===== src/rtl/ttt_pkg.sv =====
// ttt_pkg: shared encodings for the tic-tac-toe game sequencer.
//   - cell, turn and winner encodings
//   - sequencer FSM state enum
//   - WIN_LINES: the 8 winning lines as triples of cell indices
//   - BOARD_W: board width (9 cells x 2 bits)
package ttt_pkg;

   localparam int unsigned BOARD_W = 18;
   localparam int unsigned NUM_CELLS = 9;

   // Cell contents
   localparam logic [1:0] CELL_EMPTY  = 2'b00;
   localparam logic [1:0] CELL_AGENT  = 2'b01;
   localparam logic [1:0] CELL_PLAYER = 2'b10;

   // Whose turn it is
   localparam logic [1:0] TURN_NONE   = 2'b00;
   localparam logic [1:0] TURN_AGENT  = 2'b01;
   localparam logic [1:0] TURN_PLAYER = 2'b10;

   // Game result
   localparam logic [1:0] WIN_DRAW   = 2'b00;
   localparam logic [1:0] WIN_AGENT  = 2'b01;
   localparam logic [1:0] WIN_PLAYER = 2'b10;

   typedef enum logic [2:0] {
      StIdle,
      StAgentWait,
      StUserWait,
      StCheck,
      StDone
   } ttt_state_e;

   // Rows, columns, diagonals. Order inside a triple is irrelevant.
   localparam logic [7:0][2:0][3:0] WIN_LINES = '{
      '{4'd2, 4'd4, 4'd6},
      '{4'd0, 4'd4, 4'd8},
      '{4'd2, 4'd5, 4'd8},
      '{4'd1, 4'd4, 4'd7},
      '{4'd0, 4'd3, 4'd6},
      '{4'd6, 4'd7, 4'd8},
      '{4'd3, 4'd4, 4'd5},
      '{4'd0, 4'd1, 4'd2}
   };

   // Contents of cell idx; callers guarantee idx < NUM_CELLS.
   function automatic logic [1:0] cell_at(input logic [BOARD_W-1:0] board,
                                          input logic [3:0] idx);
      return board[2*idx +: 2];
   endfunction

   // A move is legal when it names a real cell that is still empty.
   function automatic logic move_legal(input logic [BOARD_W-1:0] board,
                                       input logic [3:0] idx);
      logic ok;
      ok = 1'b0;
      if (idx < 4'(NUM_CELLS)) begin
         ok = (cell_at(board, idx) == CELL_EMPTY);
      end
      return ok;
   endfunction

endpackage


===== src/rtl/ttt_win_checker.sv =====
// ttt_win_checker: combinational three-in-a-row detector.
// Ports:
//   board [17:0] in  - board, cell i = bits [2i+1:2i]
//   mark  [1:0]  in  - mark to test (CELL_AGENT or CELL_PLAYER)
//   win          out - 1 when any of the 8 lines is filled with mark
module ttt_win_checker
   import ttt_pkg::*;
(
   input  logic [BOARD_W-1:0] board,
   input  logic [1:0]         mark,
   output logic               win
);

   always_comb begin
      win = 1'b0;
      for (int l = 0; l < 8; l++) begin
         if (cell_at(board, WIN_LINES[l][0]) == mark &&
             cell_at(board, WIN_LINES[l][1]) == mark &&
             cell_at(board, WIN_LINES[l][2]) == mark &&
             mark != CELL_EMPTY) begin
            win = 1'b1;
         end
      end
   end

endmodule


===== src/rtl/ttt_game_sequencer.sv =====
// ttt_game_sequencer: turn sequencer for one tic-tac-toe game, agent vs user.
// Owns the board and grants the single write path to one requester at a time;
// rejects illegal moves and detects win/draw after every applied move.
// Optional build macro: MOVE_TIMEOUT_EN enables a per-move time limit of
// TIMEOUT_CYCLES wait cycles; the idle mover forfeits when it expires.
// Ports:
//   clock, rst (sync, active-high)
//   start                     - new game, honoured in IDLE/DONE only
//   agent_req/valid/action    - agent move handshake
//   user_ready/valid/action   - user move handshake
//   state_output [17:0]       - board
//   action_output [3:0]       - last accepted action
//   turn [1:0]                - 01 agent, 10 player, 00 none
//   move_count [3:0]          - accepted moves 0..9
//   illegal                   - one-cycle pulse after a rejected move
//   game_over, winner, timeout- result, valid in DONE
module ttt_game_sequencer
   import ttt_pkg::*;
#(
   parameter bit          AGENT_FIRST    = 1'b1,
   parameter int unsigned TIMEOUT_CYCLES = 255
) (
   input  logic               clock,
   input  logic               rst,
   input  logic               start,
   output logic               agent_req,
   input  logic               agent_valid,
   input  logic [3:0]         agent_action,
   output logic               user_ready,
   input  logic               user_valid,
   input  logic [3:0]         user_action,
   output logic [BOARD_W-1:0] state_output,
   output logic [3:0]         action_output,
   output logic [1:0]         turn,
   output logic [3:0]         move_count,
   output logic               illegal,
   output logic               game_over,
   output logic [1:0]         winner,
   output logic               timeout
);

   if (TIMEOUT_CYCLES == 0 || TIMEOUT_CYCLES > 255) begin : g_bad_timeout
      $error("TIMEOUT_CYCLES must be in 1..255");
   end

   ttt_state_e         state_q, state_d;
   logic [BOARD_W-1:0] board_q, board_d;
   logic [3:0]         action_q, action_d;
   logic [3:0]         count_q, count_d;
   logic [1:0]         winner_q, winner_d;
   logic               illegal_q, illegal_d;
   // 1 when the agent made the most recent accepted move
   logic               agent_moved_q, agent_moved_d;
   logic [1:0]         mover_mark;
   logic               mover_wins;

`ifdef MOVE_TIMEOUT_EN
   localparam logic [7:0] TimeoutLast = 8'(TIMEOUT_CYCLES - 1);
   logic [7:0] wait_cnt_q, wait_cnt_d;
   logic       timeout_q, timeout_d;
`endif

   assign mover_mark = agent_moved_q ? CELL_AGENT : CELL_PLAYER;

   ttt_win_checker u_win_checker (
      .board (board_q),
      .mark  (mover_mark),
      .win   (mover_wins)
   );

   always_comb begin
      state_d       = state_q;
      board_d       = board_q;
      action_d      = action_q;
      count_d       = count_q;
      winner_d      = winner_q;
      agent_moved_d = agent_moved_q;
      illegal_d     = 1'b0;
`ifdef MOVE_TIMEOUT_EN
      timeout_d  = timeout_q;
      // Counts only while waiting; any entry into a WAIT state starts from 0.
      wait_cnt_d = (state_q == StAgentWait || state_q == StUserWait) ?
                   wait_cnt_q + 8'd1 : 8'd0;
`endif

      unique case (state_q)
         StIdle, StDone: begin
            if (start) begin
               board_d  = '0;
               count_d  = '0;
               winner_d = WIN_DRAW;
`ifdef MOVE_TIMEOUT_EN
               timeout_d = 1'b0;
`endif
               state_d  = AGENT_FIRST ? StAgentWait : StUserWait;
            end
         end
         StAgentWait: begin
            if (agent_valid && move_legal(board_q, agent_action)) begin
               board_d[2*agent_action +: 2] = CELL_AGENT;
               action_d      = agent_action;
               count_d       = count_q + 4'd1;
               agent_moved_d = 1'b1;
               state_d       = StCheck;
            end else begin
               illegal_d = agent_valid;
`ifdef MOVE_TIMEOUT_EN
               if (wait_cnt_q == TimeoutLast) begin
                  winner_d  = WIN_PLAYER;
                  timeout_d = 1'b1;
                  state_d   = StDone;
               end
`endif
            end
         end
         StUserWait: begin
            if (user_valid && move_legal(board_q, user_action)) begin
               board_d[2*user_action +: 2] = CELL_PLAYER;
               action_d      = user_action;
               count_d       = count_q + 4'd1;
               agent_moved_d = 1'b0;
               state_d       = StCheck;
            end else begin
               illegal_d = user_valid;
`ifdef MOVE_TIMEOUT_EN
               if (wait_cnt_q == TimeoutLast) begin
                  winner_d  = WIN_AGENT;
                  timeout_d = 1'b1;
                  state_d   = StDone;
               end
`endif
            end
         end
         StCheck: begin
            if (mover_wins) begin
               winner_d = agent_moved_q ? WIN_AGENT : WIN_PLAYER;
               state_d  = StDone;
            end else if (count_q == 4'(NUM_CELLS)) begin
               winner_d = WIN_DRAW;
               state_d  = StDone;
            end else begin
               state_d = agent_moved_q ? StUserWait : StAgentWait;
            end
         end
         default: state_d = StIdle;
      endcase
   end

   always_ff @(posedge clock) begin
      if (rst) begin
         state_q       <= StIdle;
         board_q       <= '0;
         action_q      <= '0;
         count_q       <= '0;
         winner_q      <= WIN_DRAW;
         illegal_q     <= 1'b0;
         agent_moved_q <= 1'b0;
      end else begin
         state_q       <= state_d;
         board_q       <= board_d;
         action_q      <= action_d;
         count_q       <= count_d;
         winner_q      <= winner_d;
         illegal_q     <= illegal_d;
         agent_moved_q <= agent_moved_d;
      end
   end

`ifdef MOVE_TIMEOUT_EN
   always_ff @(posedge clock) begin
      if (rst) begin
         wait_cnt_q <= '0;
         timeout_q  <= 1'b0;
      end else begin
         wait_cnt_q <= wait_cnt_d;
         timeout_q  <= timeout_d;
      end
   end
   assign timeout = timeout_q;
`else
   assign timeout = 1'b0;
`endif

   always_comb begin
      agent_req = (state_q == StAgentWait);
      user_ready = (state_q == StUserWait);
      turn = agent_req ? TURN_AGENT : (user_ready ? TURN_PLAYER : TURN_NONE);
   end

   assign state_output  = board_q;
   assign action_output = action_q;
   assign move_count    = count_q;
   assign illegal       = illegal_q;
   assign game_over     = (state_q == StDone);
   assign winner        = winner_q;

endmodule


===== config.mk =====
export PLATFORM = sky130hd
export DESIGN_NAME = ttt_game_sequencer
export DESIGN_NICKNAME = d
export VERILOG_FILES = /design/src/rtl/ttt_pkg.sv /design/src/rtl/ttt_win_checker.sv /design/src/rtl/ttt_game_sequencer.sv
export SDC_FILE = /design/constraint.sdc
export NUM_CORES = 1
export LEC_CHECK = 0
export CELL_PAD_IN_SITES_DETAIL_PLACEMENT = 2
export CELL_PAD_IN_SITES_GLOBAL_PLACEMENT = 2
export CORE_MARGIN = 4
export CORE_UTILIZATION = 32
export CTS_CLUSTER_DIAMETER = 40
export DETAILED_ROUTE_END_ITERATION = 12
export GPL_ROUTABILITY_DRIVEN = 0
export PLACE_DENSITY = 0.84
export SETUP_SLACK_MARGIN = 0.1
export SYNTH_ARGS = -nofsm -noshare
export SYNTH_HDL_FRONTEND = slang
export SYNTH_SLANG_ARGS = --single-unit

===== constraint.sdc =====
create_clock -name clock -period 7.6 [get_ports clock]
set_clock_uncertainty 0.15 [all_clocks]
set_input_delay 1.52 -clock clock [delete_from_list [all_inputs] [get_ports clock]]
set_output_delay 1.52 -clock clock [all_outputs]
set_load 0.005 [all_outputs]

==> impl_metrics.env <==
export IMPL_status="completed"
export IMPL_rows=32
export IMPL_maxCapViolCount=0
export IMPL_power_leakage_nw=1.06
export IMPL_slew_headroom=0.500
export IMPL_syn_avg_cell_area_sq_um=7.73
export IMPL_crit_fanout=13
export IMPL_yosysMostFrequentCell="dfxtp_1"
export IMPL_fmax_mhz=222
export IMPL_wl_per_cell_um=22.9
export IMPL_drc_errors=0
export IMPL_grt_pass1_wl_um=16800
export IMPL_tns_ns=0
export IMPL_cp_startpoint="user_action[1]"
export IMPL_netlist_instances=327
export IMPL_slew_violations=0
export IMPL_final_nets=384
export IMPL_cp_cell_sequence="clkdlybuf4s50_1 > inv_1 > ha_1 > nor2b_1 > o31ai_1 > a2bb2oi_2 > a41oi_2 > or2_1 > a311o_1"
export IMPL_synthFlopType="dfxtp_1"
export IMPL_cp_data_required_time_ns=7.64
export IMPL_clk_latency_ns=0.30
export IMPL_ctsHoldBuffers=0
export IMPL_synth_area_top_cells="dfxtp_1 26%, ha_1 5.4%, nand2b_1 4.0%"
export IMPL_via_per_inst=6.19
export IMPL_cpPeakStageDelay_ns=0.59
export IMPL_die_h_um=96.9
export IMPL_startpoint_type="input pin"
export IMPL_rsz0062_at_grt="false"
export IMPL_cts_max_level=2
export IMPL_crit_slowest_cell="clkdlybuf4s50_1"
export IMPL_yosysSeqAreaShare=0.262
export IMPL_synth_distinct_cells=63
export IMPL_numCtsBuffers=5
export IMPL_die_x_um=96.9
export IMPL_ios=48
export IMPL_drt_iter0_drc=186
export IMPL_vdd_drop_max_uv=74.0
export IMPL_grt_pass1_vias=2926
export IMPL_finalSetupViolCount=0
export IMPL_clk_pin_slew_ns=0.08
export IMPL_min_period_ns=4.51
export IMPL_crit_type="in -> reg"
export IMPL_antenna_found_initial=0
export IMPL_grt_overflow_total=0
export IMPL_syn_area_sq_um=2530
export IMPL_place_hpwl_um=7990
export IMPL_track_usage=0.221
export IMPL_drtPass1Iterations=4
export IMPL_netlist_area_leader_share=0.262
export IMPL_initial_utilization=0.329
export IMPL_area_delta_synth_final_pct=23.3
export IMPL_worst_pin_slew_ns=0.749
export IMPL_timing_rr_start="state_output[13]$_SDFFE_PP0P_"
export IMPL_arrival_ns=4.55
export IMPL_yosys_top_cells_count="33 x dfxtp_1, 25 x nand2_1, 25 x nor2_1"
export IMPL_ant_nets=0
export IMPL_synth_top_cell_by_area="dfxtp_1"
export IMPL_cts_tree="done"
export IMPL_postSynth_asyncResetShare=0
export IMPL_cts_sinks=33
export IMPL_num_vias=2864
export IMPL_cts_resized=0
export IMPL_diodes=0
export IMPL_synth_edf_count=0
export IMPL_design_area_sq_um=3120
export IMPL_root_buffer="clkbuf_8"
export IMPL_grt_max_degree=24
export IMPL_ctsLongestPathBuffers=2
export IMPL_post_cts_buffers=0
export IMPL_drive_gt1_frac=0.0609
export IMPL_power_total_mw=0.468
export IMPL_hp_class="reg -> reg"
export IMPL_fp_dieArea_sq_um=9380
export IMPL_fin_crit_sh=0.594
export IMPL_synth_nets=351
export IMPL_port_buffers=46
export IMPL_placed_cell_area_sq_um=3030
export IMPL_worstHoldStart="winner[1]$_SDFFE_PP0P_"
export IMPL_routed_wl_um=10600
export IMPL_core_sq_um=7690
export IMPL_end_kind="flop"
export IMPL_powerDensity_nw_per_um2=150
export IMPL_hold_viol_final=0
export IMPL_ys_ff_latch=33
export IMPL_yosys_warnings=0
## state kept, by name, summed over array words and instances (netlist names)
signal,count
agent_moved_q,1
state_q,3
move_count,4
action_output,4
winner,2
illegal,1
state_output,18
## cell usage in the layout (no fill, tap or decap), types with 3 or more instances in the layout
cell / instances
clkdlybuf4s50_1: 46
dfxtp_1: 33
nor2_1: 25
nand2_1: 25
o21ai_0: 17
nand2b_1: 16
a21oi_1: 15
inv_1: 14
nand3_1: 13
nor3_1: 11
ha_1: 11
nor4_1: 10
a31oi_1: 10
o22ai_1: 10
o311a_1: 5
or3_1: 5
clkbuf_8: 5
o311ai_0: 4
nor3b_1: 4
o221ai_1: 4
nand3b_1: 4
nand4_1: 4
o32ai_1: 4
a32o_1: 4
nor2b_1: 3
clkinv_1: 3
or3b_2: 3
a41oi_1: 3
buf_4: 3
## worst paths after layout
kind,cells after the start,end,slack [ns]
min,2,winner[1]$_SDFFE_PP0P_,0.35
max reg2reg,6,state_output[9]$_SDFFE_PP0P_,4.71
max,9,move_count[2]$_SDFFE_PP0P_,3.09
min reg2reg,2,winner[1]$_SDFFE_PP0P_,0.35
## routing by layer
| layer | global-route usage | up-vias | share of wire |
|---|---|---|---|
| li1 | - | 1312 | - |
| met1 | 0.299 | 1439 | 0.44 |
| met2 | 0.356 | 92 | 0.47 |
| met3 | 0.0317 | 21 | 0.060 |
| met4 | 0.0767 | 0 | 0.029 |
| met5 | 0 | - | 0 |
## metrics by stage
| step | hold WS (ns) | instances | utilization | worst slack [ns] |
|---|---|---|---|---|
| 3_5_place_dp | 0.342 | 455 | 0.394 | 2.80 |
| 5_1_grt | 0.379 | 463 | 0.405 | 2.88 |
| 3_3_place_gp | 0.321 | 455 | 0.394 | 2.90 |
| 4_1_cts | 0.353 | 463 | 0.405 | 3.11 |
| 2_1_floorplan | 0.324 | 327 | - | 3.96 |
| 6_report | 0.345 | 463 | 0.405 | 3.09 |
## report_power, final
part	switching, mW	total (mW)	internal, mW
Clock	0.0729	0.136	0.0632
Sequential	0.00869	0.187	0.178
Combinational	0.0934	0.145	0.0517
Total	0.175	0.468	0.293
## logic make-up (layout without fill, tap and decap cells)
logic type,count (synthesis),in the layout,synth area share
AO/OA/AOI/OAI,98,98,0.286
flip-flops,33,33,0.262
adder cells (fa/ha/maj),11,11,0.0545
AND/OR/NAND/NOR,138,138,0.298
XOR/XNOR,2,2,0.00694
other,1,1,0.00148
buffers and inverters,41,75,0.0693
multiplexers,3,3,0.0218
## worst max-delay path: cells and delay by family
kind	cells	cell delay [ns]
AO/OA/AOI/OAI	4	1.22
AND/OR/NAND/NOR	2	0.69
adder cells (fa/ha/maj)	1	0.30
buffers and inverters	2	0.82
## final cells by class
class / instances / area (sq um)
clock buffer: 5 / 68.8
sequential: 33 / 661
timing repair buffer: 49 / 483
inverter: 18 / 67.6
fill: 883 / 4570
multi-input combinational: 253 / 1690
tap: 102 / 128
clock inverter: 3 / 17.5
No activity file was read; power rests on OpenSTA's default activity.
==> variant (same flow settings) <==
Add a define of `MOVE_TIMEOUT_EN`.
--- a/src/rtl/ttt_game_sequencer.sv
+++ b/src/rtl/ttt_game_sequencer.sv
@@ -16,2 +16,4 @@
 //   game_over, winner, timeout- result, valid in DONE
+`define MOVE_TIMEOUT_EN
+
 module ttt_game_sequencer
Formal check against the unedited RTL: same outputs for any inputs over 4 cycles, from zero or initial values and one cycle with rst high; that may be too few to reach the edited logic, so the function may still have changed.
==> variant against the unedited design <==
  * Sequential cell count increased by 9
  * Setup slack got worse by 0.11 ns
  * Combinational power decreased by 31%
  * Synthesized cell count increased by 7.3%
  * Final area increased by 11%
  * Via count increased by 2.3%
  * Area after synthesis increased by 12%
  * Global-route usage decreased by 1.1 points
  * Routed wire length increased by 0.94%
  * Critical path depth increased by 1
  * Total power increased by 9.1%
  * Critical endpoint is now state_output[9]
==> variant: results (changes against the unedited design) <==
outcome=finished, final reports clean (unchanged); LEAKAGE=1.232 nW (was 1.065 nW); Synth cell types=65 (was 63); Worst path top cell family by delay=simple AND/OR/NAND/NOR gates (was compound AO/OA/AOI/OAI gates); NetSw=0.0001530 W (was 0.0001749 W); crit path from=agent_action[1] (was user_action[1]); maximum clock rate=216.3 MHz (was 221.5 MHz); Worst Setup Path Type=in2reg (unchanged); Avg WL per Cell=21.41 um (was 22.86 um); CP Max Fanout=11 (was 13); detailed-route vias per instance=5.870 (was 6.186); Reg2Reg Depth=7 (was 6); Setup WS pre-CTS=2.709 ns (was 2.796 ns); slowest stage delay, CP=0.63 ns (was 0.59 ns); Post-synth top cells=50 x nor2_1, 42 x dfxtp_1, 31 x nand2_1, 15 x inv_1 (was 33 x dfxtp_1, 25 x nand2_1, 25 x nor2_1, 17 x o21ai_0, 16 x nand2b_1); Reg2Reg Setup Slack=4.30 ns (was 4.71 ns); first-pass GRT wire length=16,800 um (was 16,770 um); XOR/XNOR Fraction of Synth Area=2.167% (was 0.6934%); Syn Nets=378 (was 351); share of cells above drive strength 1=9.463% (was 6.094%); Post-Synth Adder-Cell Area=6.192% (was 5.448%); sequential element share of the synthesized area=29.72% (was 26.15%); reg2reg start=state_q[2] (was state_output[13]); Iter 0 DRT Violations=121 (was 186); dpl cells=491 (was 455); Mapped Avg Cell Area=8.060 sq um (was 7.725 sq um); Peak VDD IR=63.76 uV (was 74.04 uV); HPWL Detailed=8279 um (was 7988 um); Slew @ Worst Pin=1.074 ns (was 0.7487 ns); Synth Area in Compound Gates=23.93% (was 28.63%); fillers=1,051 (was 883); PortBufs=47 (was 46); vias in the first global route=3,102 (was 2,926); CTS Root Cell=clkbuf_8 (unchanged); NumNets Final=417 (was 384); largest cells by area after synthesis=dfxtp_1 30%, nor2_1 6.6%, ha_1 6.2%, nand2_1 4.1%, nand3_1 2.5% (was dfxtp_1 26%, ha_1 5.4%, nand2b_1 4.0%, nand2_1 3.7%, nor2_1 3.7%); Hold Path Depth=1 (was 2); gr usage total=20.91% (was 22.05%); vias=2,929 (was 2,864)
variant: how the worst min path moves through the flow:
stage,slack [ns],startpoint,to
after global routing,0.38,timeout,timeout
final,0.33,timeout,timeout
after detailed placement,0.31,timeout,timeout
after global placement,0.31,timeout,timeout
after floorplan,0.30,wait_cnt_q[0],wait_cnt_q[0]
after CTS,0.33,timeout,timeout
variant: power groups by stage:
stage               combinational [W]  clock (W)  sequential, W
floorplan                   0.0000640          0       0.000231
global route                 0.000108   0.000192       0.000231
global placement            0.0000944          0       0.000235
detailed placement          0.0000981          0       0.000235
finish                      0.0000996   0.000181       0.000230
CTS                         0.0000989   0.000184       0.000230
variant: cell type report:
type	count	area [sq um]	area share, %
clock buffers	7	76.32	2.201
clock inverters	1	30.03	0.8661
inverters	20	76.32	2.201
multi-input cells	272	1823	52.58
flip-flops and latches	42	840.8	24.25
well taps	108	135.1	3.898
repair buffers	49	485.5	14.00
variant: metrics by stage:
step	instance area (sq um)	util [%]
3_5_place_dp	3361	38.73
4_1_cts	3467	39.95
5_1_grt	3467	39.95
3_3_place_gp	3361	38.73
2_1_floorplan	2829	-
6_report	3467	39.95
variant: per-layer routing:
layer / global-route usage, % / routed length, um / part of all wire [%] / vias up
li1: - / - / - / 1356
met1: 26.50 / 4673 / 44 / 1470
met2: 36.78 / 5297 / 50 / 88
met3: 2.935 / 530 / 5.0 / 15
met4: 6.256 / 184 / 1.7 / 0
met5: 0 / 0 / 0 / -
variant: worst reg2reg max path, stage by stage (launching register included):
cell,delay [ns]
dfxtp_1,0.42
nand2b_1,0.20
or2_2,0.47
inv_1,0.44
o21ai_2,0.23
or3b_1,0.56
or4_4,0.58
o21ai_1,0.18
variant: cell families (layout without fill, tap and decap cells):
logic type      after synthesis  after routing
simple gates                156            156
compound gates               90             90
flops                        42             42
buf+inv                      37             77
fa+ha+maj                    14             14
xor+xnor                      7              7
mux                           5              5
